$ cat src/rtl/mux_rr_reg.sv
// Registered N:1 channel multiplexer with valid/ready handshakes on every port.
// The source channel comes from an external select or from round-robin arbitration.
module mux_rr_reg #(
  parameter  int N  = 8,
  parameter  int W  = 8,
  localparam int SW = $clog2(N)
) (
  input  logic           clk,
  input  logic           rst,
  input  logic           mode,
  input  logic [SW-1:0]  sel,
  input  logic [N-1:0]   in_valid,
  input  logic [N*W-1:0] in_data,
  output logic [N-1:0]   in_ready,
  output logic           out_valid,
  output logic [W-1:0]   out_data,
  output logic [SW-1:0]  out_ch,
  input  logic           out_ready
);

  logic          r_out_valid;
  logic [W-1:0]  r_out_data;
  logic [SW-1:0] r_out_ch;
  logic [SW-1:0] r_ptr;

  logic          w_can_acc;
  logic          w_gnt_vld;
  logic [SW-1:0] w_gnt_ch;
  logic          w_take;
  logic [W-1:0]  w_gnt_data;
  logic [SW:0]   w_sum;
  logic [SW-1:0] w_idx;

  assign w_can_acc = !r_out_valid || out_ready;

  // Grant selection: manual select, or first valid channel after r_ptr.
  // In manual mode an out-of-range sel matches no channel and so yields no grant.
  always_comb begin
    w_gnt_vld = 1'b0;
    w_gnt_ch  = '0;
    w_sum     = '0;
    w_idx     = '0;
    if (mode) begin
      for (int k = 1; k <= N; k++) begin
        w_sum = {1'b0, r_ptr} + (SW+1)'(k);
        if (w_sum >= (SW+1)'(N))
          w_sum = w_sum - (SW+1)'(N);
        w_idx = w_sum[SW-1:0];
        if (!w_gnt_vld && in_valid[w_idx]) begin
          w_gnt_vld = 1'b1;
          w_gnt_ch  = w_idx;
        end
      end
    end else begin
      for (int i = 0; i < N; i++) begin
        if (sel == SW'(i) && in_valid[i]) begin
          w_gnt_vld = 1'b1;
          w_gnt_ch  = SW'(i);
        end
      end
    end
  end

  assign w_take = w_gnt_vld && w_can_acc && !rst;

  always_comb begin
    in_ready   = '0;
    w_gnt_data = '0;
    for (int i = 0; i < N; i++) begin
      if (w_gnt_ch == SW'(i)) begin
        in_ready[i] = w_take;
        w_gnt_data  = in_data[i*W +: W];
      end
    end
  end

  // Output register stage
  always_ff @(posedge clk or posedge rst) begin
    if (rst) begin
      r_out_valid <= 1'b0;
      r_out_data  <= '0;
      r_out_ch    <= '0;
      r_ptr       <= SW'(N-1);
    end else if (w_take) begin
      r_out_valid <= 1'b1;
      r_out_data  <= w_gnt_data;
      r_out_ch    <= w_gnt_ch;
      r_ptr       <= w_gnt_ch;
    end else if (out_ready) begin
      r_out_valid <= 1'b0;
    end
  end

  assign out_valid = r_out_valid;
  assign out_data  = r_out_data;
  assign out_ch    = r_out_ch;

endmodule

$ cat config.mk
export PLATFORM = sky130hd
export DESIGN_NAME = mux_rr_reg
export DESIGN_NICKNAME = d
export VERILOG_FILES = /design/src/rtl/mux_rr_reg.sv
export SDC_FILE = /design/constraint.sdc
export NUM_CORES = 1
export LEC_CHECK = 0
export ABC_AREA = 1
export CAP_MARGIN = 20
export CORE_AREA = 10 10 97 99
export CTS_CLUSTER_SIZE = 12
export DETAILED_ROUTE_END_ITERATION = 16
export DIE_AREA = 0 0 107 109
export GPL_ROUTABILITY_DRIVEN = 0
export PLACE_DENSITY = 0.6
export RECOVER_POWER = 50
export SYNTH_ARGS = -nofsm -noshare
export SYNTH_HDL_FRONTEND = slang
export SYNTH_SLANG_ARGS = --single-unit
$ cat constraint.sdc
create_clock -name clk -period 9.6 [get_ports clk]
set_input_delay 1.44 -clock clk [delete_from_list [all_inputs] [get_ports clk]]
set_output_delay 1.44 -clock clk [all_outputs]
set_load 0.005 [all_outputs]
==> flow_summary.ini <==
[place]
placed_area_um2 = 3220
hpwl_mm = 7.29
port_buffers = 98
dp_cells = 560

[worst_setup_path]
crit_arrival_ns = 4.66
cp.depth = 17
crit_path_end = in_ready[4]
crit_start = in_valid[3]
crit_type = in2out
path_cells = clkdlybuf4s50_1, nand2_1, nand3_1, nand3_2, nand2_4, nor2_8, nand4_4, nor2_4, nand3_2, nand3_1, nand2_1, nand2_1, nand2_2, inv_2, nand2_1, nor3_1, clkdlybuf4s50_1
worst_setup_path_end_kind = output port
cpMaxStageDelayCell = clkdlybuf4s50_1
timing.rr.end = out_data[4]
crit_fanout = 30
crit_required_ns = 8.16
cp_common_cell = nand2_1
r2r_slack_ns = 5.54
reg2regPathDepth = 19
crit_family = simple AND/OR/NAND/NOR gates
timing.rr.start = r_ptr[0]
critPathLaunchType = primary input
crit_path_max_incr_delay_ns = 0.55
worst-path-buf-inv = 3

[sta]
hold_violations = 0
rsz0062_at_grt = false
post-route-period-util = 0.635
timing.hold.ws_ns = 0.468
fin_skew_ns = 0.00703
final_max_slew_viol_count = 0
tns_ns = 0
worst_pin_slew_ns = 0.830
fmax_mhz = 164
setup_viol = 0
relSlewSlack = 0.445
fin_crit_ns = 6.10

[clock_network]
clkTransAtPathRegs_ns = 0.05
clockRootBuffer = clkbuf_8
htree_levels = 1
cts_num_sinks = 15
clk_path_buf_depth = 2
tritoncts = yes
clock_latency_ns = 0.25
cts-buffers-inserted = 3
cts_setup_buffers = 0
cts_resized = 0
hold_buffers = 0

[synthesis]
ys.warnings.count = 0
yosysSeqAreaShare = 0.173
synth_nets = 452
synth_edf_count = 0
ys_seq_elements = 15
syn_area_um2 = 2190
ys.flop_type = dfrtp_1
synth_cells = 371
postSynthAreaPerCell_um2 = 5.91
ys_types = 33
async_reset_ff_frac = 1.00

[pwr]
total_power_mw = 1.07
p_per_area_nw_per_um2 = 329
leakage_nw = 1.52
irDropWorstVdd_v = 0.000136

[floorplanning]
die_w_um = 107
io_pins = 99
die-area_um2 = 11700
coreArea_um2 = 7530
dieHeight_um = 109
rows = 32
start_util = 0.291

[run]
drv_cap = 0

[drt]
drt_pre_antenna_iters = 5
vias = 2753
routed_wl_mm = 8.72
routed_via_density = 4.88
ant_nets = 0
wl_per_cell_um = 15.5
drc = 0
drt_iter0_drc = 170

[layout]
final_cells = 564
diodes = 0
final_nets = 544
mostFrequentLayoutCells = nand2_1 (108), clkdlybuf4s50_1 (87), nor2_1 (51), nand3_1 (44), inv_1 (31)
mostFrequentLayoutCell = nand2_1
design_area_um2 = 3270
layout-drive-gt1-share = 0.119
n_fill_cell = 813
synthToLayoutAreaGrowth_pct = 49.0

[global_routing]
overflow = 0
grt_max_degree = 31
grt_util_all_layers = 0.139
antenna_found_initial = 0
grt_pass1_wl_mm = 13.2
grt_pass1_vias = 2567

[worst_hold_path]
hp-class = reg2reg

[run_status]
run_status = completed
==> kinds of logic (layout without fill, tap and decap cells) <==
kind of cell,count (synthesis),in the layout,share of synthesized area
fa+ha+maj,2,2,0.0114
buf+inv,51,142,0.105
compound gates,27,27,0.0753
simple gates,273,273,0.624
xor+xnor,3,3,0.0120
flops,15,15,0.173
==> cell type report <==
| class | count | area (um^2) | share of cell area |
|---|---|---|---|
| clock buffers | 3 | 41.3 | 0.0126 |
| inverters | 40 | 150 | 0.0459 |
| multi-input cells | 305 | 1580 | 0.485 |
| clock inverters | 1 | 5.00 | 0.00153 |
| repair buffers | 98 | 981 | 0.300 |
| flip-flops and latches | 15 | 379 | 0.116 |
| well taps | 102 | 128 | 0.0391 |
==> power by group <==
part / internal (mW) / switching [mW]
registers: 0.0955 / 0.0289
logic: 0.309 / 0.591
clock network: 0.0287 / 0.0213
total: 0.434 / 0.641
==> synthesized netlist by cell type (all sizes together), types with 2 or more instances <==
| master | count | area [um^2] |
|---|---|---|
| dfrtp | 12 | 300 |
| nand4 | 28 | 190 |
| buf | 10 | 76.3 |
| nand3 | 55 | 330 |
| a31oi | 5 | 37.5 |
| a21oi | 11 | 70.1 |
| nor3 | 6 | 35.0 |
| nand2 | 125 | 527 |
| ha | 2 | 25.0 |
| nor2 | 57 | 272 |
| o21ai | 10 | 50.1 |
| inv | 40 | 150 |
| dfstp | 3 | 78.8 |
| xor2 | 2 | 17.5 |
==> metal layers <==
| layer | vias to the layer above | wire [um] | track usage |
|---|---|---|---|
| met5 | - | 0 | 0 |
| met4 | 0 | 161 | 0.0435 |
| met3 | 12 | 428 | 0.0189 |
| met2 | 89 | 4420 | 0.245 |
| met1 | 1243 | 3710 | 0.171 |
| li1 | 1409 | - | - |
==> per-stage QoR <==
step            util  worst slack (ns)
2_1_floorplan      -              5.01
3_3_place_gp   0.428              3.54
3_5_place_dp   0.428              3.52
4_1_cts        0.434              3.49
5_1_grt        0.434              3.20
6_report       0.434              3.50
==> state kept, by name (all words and copies together) (netlist names) <==
register	flops
out_data	8
out_valid	1
r_ptr	3
out_ch	3
==> worst min-delay path by stage <==
stage | startpoint | end | slack [ns] | cells past startpoint
finish | out_data[6] | out_data[6] | 0.47 | 2
global route | out_data[6] | out_data[6] | 0.50 | 2
CTS | out_data[6] | out_data[6] | 0.48 | 2
detailed placement | out_ch[1] | out_ch[1] | 0.47 | 2
global placement | out_data[4] | out_data[4] | 0.46 | 2
floorplan | out_data[0] | out_data[0] | 0.47 | 2
==> worst register-to-register path, delay by kind of cell (launching register included) <==
kind	cells	cell delay [ns]
buffers and inverters	2	0.37
adders and majority gates	1	0.47
and+or+nand+nor	16	2.50
DFF	1	0.66
Power figures use the tool's default switching activity.
